### config.mk
export PLATFORM = sky130hd
export DESIGN_NAME = dmem_store_buffer
export DESIGN_NICKNAME = d
export VERILOG_FILES = /design/src/rtl/dmem_store_buffer.sv
export SDC_FILE = /design/constraint.sdc
export NUM_CORES = 1
export LEC_CHECK = 0
export ABC_CLOCK_PERIOD_IN_PS = 6600
export CAP_MARGIN = 20
export CORE_ASPECT_RATIO = 1.4
export CORE_MARGIN = 2
export CORE_UTILIZATION = 25
export CTS_CLUSTER_SIZE = 10
export DETAILED_ROUTE_END_ITERATION = 10
export GPL_TIMING_DRIVEN = 1
export SETUP_SLACK_MARGIN = 0.5
export SYNTH_ARGS = -nofsm -noshare
export SYNTH_HDL_FRONTEND = slang
export SYNTH_SLANG_ARGS = --single-unit
### constraint.sdc
create_clock -name clk -period 6.6 [get_ports clk]
set_input_delay 1.32 -clock clk [delete_from_list [all_inputs] [get_ports clk]]
set_output_delay 1.32 -clock clk [all_outputs]
set_load 0.05 [all_outputs]
### src/rtl/dmem_store_buffer.sv
// rtl/dmem_store_buffer.sv - posted-store FIFO in front of the byte-addressed data memory
// Optional STB_FWD_EN: a load exactly covered by the youngest overlapping word store is forwarded.
module dmem_store_buffer #(
   parameter int DEPTH           = 4,
   parameter int DMEM_ADDR_WIDTH = 12
) (
   input  logic                       clk,
   input  logic                       reset,
   input  logic                       st_valid,
   input  logic [DMEM_ADDR_WIDTH-1:0] st_addr,
   input  logic [1:0]                 st_sz,
   input  logic [31:0]                st_data,
   output logic                       st_ready,
   input  logic                       ld_en,
   input  logic [DMEM_ADDR_WIDTH-1:0] ld_addr,
   input  logic [1:0]                 ld_sz,
   output logic [31:0]                ld_data,
   output logic                       ld_stall,
   output logic                       sb_empty,
   output logic [DMEM_ADDR_WIDTH-1:0] dmem_addr,
   output logic                       dmem_rd_en,
   output logic                       dmem_wr_en,
   output logic [1:0]                 dmem_sz,
   output logic [31:0]                dmem_din,
   input  logic [31:0]                dmem_dout
);

   localparam int AW = DMEM_ADDR_WIDTH;
   localparam int PW = $clog2(DEPTH);

   logic [AW-1:0] e_addr [DEPTH];
   logic [1:0]    e_sz   [DEPTH];
   logic [31:0]   e_data [DEPTH];

   logic [PW-1:0] head;
   logic [PW-1:0] tail;
   logic [PW:0]   count;
   logic          enq;
   logic          drain;
   logic          hit;
`ifdef STB_FWD_EN
   logic          fwd_ok;
   logic [31:0]   fwd_data;
`endif

   function automatic logic [2:0] nbytes(input logic [1:0] sz);
      case (sz)
         2'b00:   return 3'd1;
         2'b01:   return 3'd2;
         default: return 3'd4;
      endcase
   endfunction

   function automatic logic [31:0] sz_mask(input logic [1:0] sz);
      case (sz)
         2'b00:   return 32'h0000_00ff;
         2'b01:   return 32'h0000_ffff;
         default: return 32'hffff_ffff;
      endcase
   endfunction

   // Modular differences make the top and bottom of the address space adjacent, as in dmem.
   function automatic logic overlaps(input logic [AW-1:0] ea, input logic [1:0] es,
                                     input logic [AW-1:0] la, input logic [1:0] ls);
      logic [AW-1:0] d_le;
      logic [AW-1:0] d_el;
      d_le = la - ea;
      d_el = ea - la;
      return (d_le < AW'(nbytes(es))) || (d_el < AW'(nbytes(ls)));
   endfunction

   assign st_ready = (count != (PW+1)'(DEPTH));
   assign sb_empty = (count == '0);
   assign enq      = st_valid && st_ready;

   always_ff @(posedge clk or posedge reset) begin
      if (reset) begin
         head  <= '0;
         tail  <= '0;
         count <= '0;
      end else begin
         if (enq)   tail <= tail + 1'b1;
         if (drain) head <= head + 1'b1;
         case ({enq, drain})
            2'b10:   count <= count + 1'b1;
            2'b01:   count <= count - 1'b1;
            default: count <= count;
         endcase
      end
   end

   always_ff @(posedge clk) begin
      if (enq) begin
         e_addr[tail] <= st_addr;
         e_sz[tail]   <= st_sz;
         e_data[tail] <= st_data;
      end
   end

   // Scan oldest to youngest so the last match seen is the youngest overlapping entry.
   always_comb begin
      hit = 1'b0;
`ifdef STB_FWD_EN
      fwd_ok   = 1'b0;
      fwd_data = '0;
`endif
      for (int i = 0; i < DEPTH; i++) begin
         logic [PW-1:0] idx;
         idx = head + PW'(i);
         if (((PW+1)'(i) < count) && overlaps(e_addr[idx], e_sz[idx], ld_addr, ld_sz)) begin
            hit = 1'b1;
`ifdef STB_FWD_EN
            fwd_ok   = e_sz[idx][1] && (e_addr[idx] == ld_addr);
            fwd_data = e_data[idx];
`endif
         end
      end
   end

   always_comb begin
      ld_stall   = 1'b0;
      ld_data    = '0;
      dmem_rd_en = 1'b0;
      dmem_wr_en = 1'b0;
      dmem_addr  = '0;
      dmem_sz    = '0;
      dmem_din   = '0;
      drain      = 1'b0;
      if (!reset) begin
         if (ld_en && !hit) begin
            dmem_rd_en = 1'b1;
            dmem_addr  = ld_addr;
            dmem_sz    = ld_sz;
            ld_data    = dmem_dout & sz_mask(ld_sz);
         end else begin
            if (ld_en) begin
`ifdef STB_FWD_EN
               if (fwd_ok) ld_data  = fwd_data & sz_mask(ld_sz);
               else        ld_stall = 1'b1;
`else
               ld_stall = 1'b1;
`endif
            end
            // A conflicting load always finds count > 0 here, so the forced drain makes progress.
            if (count != '0) begin
               drain      = 1'b1;
               dmem_wr_en = 1'b1;
               dmem_addr  = e_addr[head];
               dmem_sz    = e_sz[head];
               dmem_din   = e_data[head];
            end
         end
      end
   end

endmodule
# After elaboration in Yosys (flattened, before gate mapping)

Memories as Yosys holds them, arrays and structs flattened.
Index checks and enable logic that the tools add are counted.

Flip-flop bits (word level): 7
RAM bits: 184
Input port bits: 96
Output and inout bits: 83
Logic and storage cells: 94
Memories: 3

Memory list:

| name   | depth | width | read ports | clocked after Yosys merged registers in | write ports | RTL line | RTL |
|---|---|---|---|---|---|---|---|
| e_data | 4     | 32    | 1          | 0                                       | 1           | 33       | `logic [31:0] e_data [DEPTH];` |
| e_addr | 4     | 12    | 4          | 0                                       | 1           | 31       | `logic [AW-1:0] e_addr [DEPTH];` |
| e_sz   | 4     | 2     | 4          | 0                                       | 1           | 32       | `logic [1:0] e_sz [DEPTH];` |

Add/subtract/negate cells: 14
Magnitude comparators: 12
Eq/ne operators: 8
Mux-type cells: 34
Bitwise operators: 1
Reduce and logical (&&, ||, !) cells: 19

Operator list:

| operator              | number |
|---|---|
| $mux W32              | 7 |
| $lt A12 B3 Y1         | 8 |
| $sub A12 B12 Y12      | 8 |
| $pmux W32 S2          | 1 |
| $mux W12              | 3 |
| $pmux W3 S2           | 6 |
| $and A32 B32 Y32      | 1 |
| $mux W1               | 14 |
| $eq A2 B1 Y1 const B  | 6 |
| $logic_not A2 Y1      | 5 |
| $logic_and A1 B1 Y1   | 6 |
| $lt A1 B3 Y1 const A  | 2 |
| $lt A2 B3 Y1 const A  | 2 |
| $mux W2               | 3 |
| $add A2 B1 Y2 const B | 2 |
| $add A2 B2 Y2 const B | 2 |
| $logic_or A1 B1 Y1    | 4 |
| $add A3 B1 Y3 const B | 1 |
| $logic_not A3 Y1      | 1 |
| $ne A3 B3 Y1 const B  | 1 |
| $reduce_bool A3 Y1    | 1 |
| $sub A3 B1 Y3 const B | 1 |
| $eq A2 B2 Y1 const B  | 1 |
| $reduce_bool A2 Y1    | 1 |
| $logic_not A1 Y1      | 1 |

# Logic depth before layout (Yosys ltp)

Gate-level depths: netlist of the first run.
An unclocked memory read counts as a cell.

Depth after elaboration: 17
Mapped depth: 26
Gate-level depth less buffers: 21

# Worst setup path before layout of the first run

Ideal clock, no wire load.

Path kind: flip-flop to output port
Start point: register head[1]
End point: output port ld_data[10]
Data arrival time: 5.896 ns
Data required time: 5.280 ns
Path slack: -0.616 ns
Stages on the path, launching flop included: 21
Buffers on the path: 5
Cell sequence: dfrtp_1 -> buf_6 -> buf_2 -> buf_1 -> clkbuf_1 -> mux2i_1 -> nand2_1 -> o21ai_0 -> ha_1 -> inv_1 -> fa_1 -> a21o_1 -> a221o_1 -> a311oi_2 -> xnor2_1 -> or4_1 -> nor4_1 -> a311o_2 -> or4_1 -> buf_6 -> nor3b_1

Word-level cells in the longest chain between the ends: 14
Elaborated cells between the ends (all ways): 49
Those cells by class: add/sub (11); order compare (8); eq/ne (4); mux (10); reduce/logical (14); memory (2)

Ends and longest elaborated chain:

| what                                                                   | RTL line | RTL |
|---|---|---|
| start: declaration                                                     | 35       | `logic [PW-1:0] head;` |
| start signal: assignment                                               | 83       | `if (drain) head <= head + 1'b1;` |
| parallel branches: the longest is 9 deep, another holds $mem_v2 Z4 W12 | n/a      |  |
| $mux W1 (*)                                                            | 110      | `if (((PW+1)'(i) < count) && overlaps(e_addr[idx], e_sz[idx], ld_addr, ld_sz)) begin` |
| $logic_not A1 Y1 (*)                                                   | 130      | `if (ld_en && !hit) begin` |
| $logic_and A1 B1 Y1 (*)                                                | 130      |  |
| $mux W32 (*)                                                           | 130      |  |
| $mux W32 (*)                                                           | 129      | `if (!reset) begin` |
| end: declaration                                                       | 17       | `output logic [31:0] ld_data,` |

Mark *: on every way between the ends.

# Worst setup path in the final report of the first run

Start point: input port ld_addr[5]
End point: output port ld_data[13]

Word-level cells in the longest chain between the ends: 12
Elaborated cells between the ends (all ways): 32
Those cells by class: add/sub (8); order compare (8); mux (6); reduce/logical (10)

Ends and longest elaborated chain:

| what                                       | RTL line | RTL |
|---|---|---|
| start: declaration                         | 15       | `input logic [DMEM_ADDR_WIDTH-1:0] ld_addr,` |
| $sub A12 B12 Y12, on equally long branches | 67, 68   |  |
| $lt A12 B3 Y1                              | 69       | `return (d_le < AW'(nbytes(es))) \|\| (d_el < AW'(nbytes(ls)));` |
| $logic_or A1 B1 Y1                         | 69       |  |
| $logic_and A1 B1 Y1                        | 110      |  |
| $mux W1 (3 in series)                      | 110      |  |
| $mux W1 (*)                                | 110      |  |
| $logic_not A1 Y1 (*)                       | 130      |  |
| $logic_and A1 B1 Y1 (*)                    | 130      |  |
| $mux W32 (*)                               | 130      |  |
| $mux W32 (*)                               | 129      |  |

Every way passes the cells marked *; elsewhere a longest branch is shown, timed or not.

==> summary.txt, run 1 <==
Routing
  • Routed wire length: between 40000 and 50000 um
  • Drt drc: 0
  • Met2 routed WL: approximately 26000 um
  • Wire length on met3: roughly 2500 um
  • Routed metal-1 wirelength: between 15000 and 20000 um
  • Routed WL per cell: roughly 20 um
  • Router iterations before antenna repair: 5
  • Routed Antenna Nets: 0
  • DR vias: 11960
  • DRT iter0 DRCs: ~700
  • Top routing layer in use: met5
  • Avg Vias per Cell: a little under 5

Synthesis
  • Async SR Flop Fraction: between 3 and 4%
  • Post-synth cell types: 84
  • Synth top area share: a little under 40%
  • Register bit total from synthesis: 191
  • Net count after synthesis: about 1500
  • Syn. warnings: 0
  • EDFF count, synth: 184
  • Avg Inst Size Synth: around 11 um^2
  • Largest area contributor in the netlist: edfxtp_1
  • Number of standard cells after synthesis: approximately 1300
  • Sequential fraction of the synthesis area: 40.55%
  • Synth area leaders: edfxtp_1 39%, ha_1 10%, mux4_2 5.8%, mux2i_1 3.6%, inv_1 3.2%
  • Synth Flop Type: edfxtp_1
  • Post-Syn Area: 0.01406 mm^2

Placement
  • Placed Area: slightly below 0.02 mm^2
  • I/O Buffers: around 180
  • Final Wtd Congestion: a little over 0.9
  • HPWL Detailed: 37430 um

Critical path
  • Internal reg-to-reg setup slack: between 1 and 1.5 ns
  • Slowest cell delay on critical path: approximately 0.56 ns
  • Most frequent CP cell: buf_12
  • Critical path depth in cells: 16
  • Worst R2R End: count[2]
  • CP Launch Type: input pin
  • Reg2Reg Depth: 28
  • CP max stage cell: or4_4
  • CP Cell Sequence: clkdlybuf4s50_1 -> inv_2 -> ha_1 -> and3_1 -> a221o_1 -> a311oi_2 -> xnor2_1 -> or4_1 -> nor4_2 -> buf_4 -> a311o_2 -> or4_4 -> buf_12 -> buf_12 -> nor3b_4 -> buf_6
  • Element type at the critical path end: output pin
  • Crit path kind: input pin to output pin
  • CP max FO: 7
  • Crit path buf inv count: 6
  • Delay-heaviest family, CP: buffers and inverters
  • Crit path required time: around 5.3 ns
  • FF-to-FF Start: head[1]
  • Crit path DAT: between 5 and 6 ns

STA
  • Crit path time final: about 6.6 ns
  • Final Setup Violations: 0
  • Final slew viol count: 0
  • Rel. slew slack: between 40% and 50%
  • Slew @ Worst Pin: around 0.8 ns
  • Final Hold Vio Count: 0
  • Peak Freq: 0.1526 GHz
  • RSZ-0062 raised after global routing: true
  • Fin crit share: ~100%
  • Worst Skew: about 0.015 ns

Job
  • # Max-Cap Violations: 0

Finish
  • Share of cells above drive strength 1: 36.21%
  • Filler cell count: ~5400
  • Post-route cell area: 0.02093 mm^2
  • ANT cells: 0
  • Commonest non-fill, non-tap cells in the layout: 225 x buf_4, 184 x edfxtp_1, 107 x inv_1
  • # nets final: 1931
  • P&R area growth vs syn: 48.84%
  • Commonest non-fill, non-tap cell in the layout: buf_4

Run status
  • Outcome: completed

Floorplanning
  • Starting density of the core: about a quarter
  • Die area: between 0.05 and 0.06 mm^2
  • Core area: between 0.05 and 0.06 mm^2
  • Die Height: between 200 and 300 um
  • Row Count: just over 100
  • Chip width: between 200 and 250 um
  • IO Count: ~180

Clock tree
  • Clk pin slew, worst setup/hold paths: around 0.07 ns
  • CTS root buf: clkbuf_16
  • H-tree levels: 4
  • Max clock buf depth: 2
  • TritonCTS clock tree: yes
  • Number of clock sinks: approximately 190
  • Total CTS buffers: 17
  • Clock latency on the worst-skew pair: roughly 0.43 ns

Min path
  • Worst hold endpoint: count[0]
  • Hold path depth: 1
  • HP Start: count[0]
  • Min-delay worst type: flip-flop to flip-flop

Pwr
  • Overall power: ~10 mW
  • Clock share of power: roughly a tenth
  • Sw Share: between 40% and 50%
  • Sw power: between 4 and 5 mW
  • Internal power: approximately 5.7 mW
  • Power Dens Cells: between 400 and 500 mW/mm^2
  • Sequential share of power: approximately 16%
  • Worst IR Drop VDD: a little under 0.0003 V
  • Logic pwr share: between 70% and 80%
  • Leak: ~8.5 nW

GRT
  • Initial antenna violation count: 4
  • Global Route Usage Sum: about 17%
  • Largest net degree at the start of global routing: 47
  • GRT Residual Overflow: 0
  • First-pass GRT wire length: approximately 74000 um
  • Vias in the first global route: 12420
==> cell usage after synthesis, drive strengths merged, types with 11 or more instances <==
cell,count
clkbuf,42
nand2,98
nor3,35
o21a,17
and3,19
buf,26
ha,114
mux4,36
a21o,27
xnor2,19
nand4,11
inv,120
mux2i,50
or2,19
o21ai,69
nor2,64
mux2,33
edfxtp,184
nor2b,46
xor2,23
a21oi,69
nand3,17
==> worst max path at each step <==
stage          startpoint      endpoint  slack [ns]
2_1_floorplan     head[1]   ld_data[14]        0.54
3_3_place_gp   ld_addr[0]   ld_data[14]       -0.63
3_5_place_dp   ld_addr[0]   ld_data[14]       -0.73
4_1_cts           head[1]   ld_data[14]        0.04
5_1_grt           head[1]  dmem_addr[0]       -0.13
6_report       ld_addr[5]   ld_data[13]        0.05
==> worst reg2reg max path, delay by kind of cell, from the launching register on <==
| kind | cells | cell delay (ns) |
|---|---|---|
| buffers and inverters | 10 | 1.19 |
| XOR/XNOR | 2 | 0.28 |
| flip-flops | 1 | 0.50 |
| multiplexers | 2 | 0.38 |
| AO/OA/AOI/OAI | 6 | 1.25 |
| adder cells (fa/ha/maj) | 4 | 0.88 |
| AND/OR/NAND/NOR | 4 | 0.57 |
==> flip-flops by register name, indices dropped and copies added (netlist names) <==
| name | flops |
|---|---|
| count | 3 |
| e_addr | 48 |
| e_data | 128 |
| e_sz | 8 |
| head | 2 |
| tail | 2 |
==> logic make-up after synthesis <==
kind of cell,after synthesis,share of synthesized area (%)
AO/OA/AOI/OAI,296,14.10
XOR/XNOR,42,2.750
multiplexers,119,11.97
adder cells (fa/ha/maj),122,11.29
flip-flops,191,40.55
AND/OR/NAND/NOR,362,13.85
buffers and inverters,190,5.500
==> power by group through the flow <==
| stage | logic (mW) | clock network, mW | registers (mW) |
|---|---|---|---|
| after floorplan | 4.32 | 0 | 1.68 |
| after global placement | 7.04 | 0 | 1.71 |
| after detailed placement | 7.06 | 0 | 1.73 |
| after CTS | 7.53 | 1.03 | 1.68 |
| after global routing | 8.26 | 1.07 | 1.70 |
| final | 7.65 | 1.00 | 1.68 |
==> stage by stage <==
stage	cells	setup slack [ns]	hold slack, ns	utilization (%)	TNS [ns]
2_1_floorplan	1322	0.5383	0.5119	-	0
5_1_grt	2454	-0.1329	0.6191	37.69	-5.119
4_1_cts	2449	0.03674	0.5863	37.31	0
3_3_place_gp	2384	-0.6297	0.5358	34.59	-39.54
3_5_place_dp	2384	-0.7294	0.5745	34.59	-45.33
6_report	2454	0.04575	0.5807	37.69	0
==> layout make-up <==
cell class,count,area [um^2],area share (%)
Clock inverter,15,152.6,0.7295
Sequential cell,191,5708,27.28
Timing Repair Buffer,440,4633,22.14
Multi-Input combinational cell,941,8611,41.15
Inverter,122,484.2,2.314
Tap cell,728,910.9,4.353
Clock buffer,17,425.4,2.033
==> metal layers <==
metal,vias up,track usage (%)
met1,5845,18.94
met2,376,30.88
met5,-,0
met4,8,7.011
li1,5645,-
met3,82,2.855
==> repair_timing <==
| action | in CTS | in global routing |
|---|---|---|
| buffers inserted | 29 | 5 |
| pin swaps | 22 | 20 |
| hold buffers | 0 | 0 |
| hold endpoints to repair | 0 | 0 |
| resized for setup | 150 | 38 |
| setup endpoints to repair | 82 | 81 |
| gates cloned | 4 | 0 |
Power figures use the tool's default switching activity.
==> inputs of run 2 (changes only) <==
- HOLD_SLACK_MARGIN: unset -> 0.15
==> results of run 2 <==
Same layout as run 1: the final DEF is identical, and so are final timing and power.
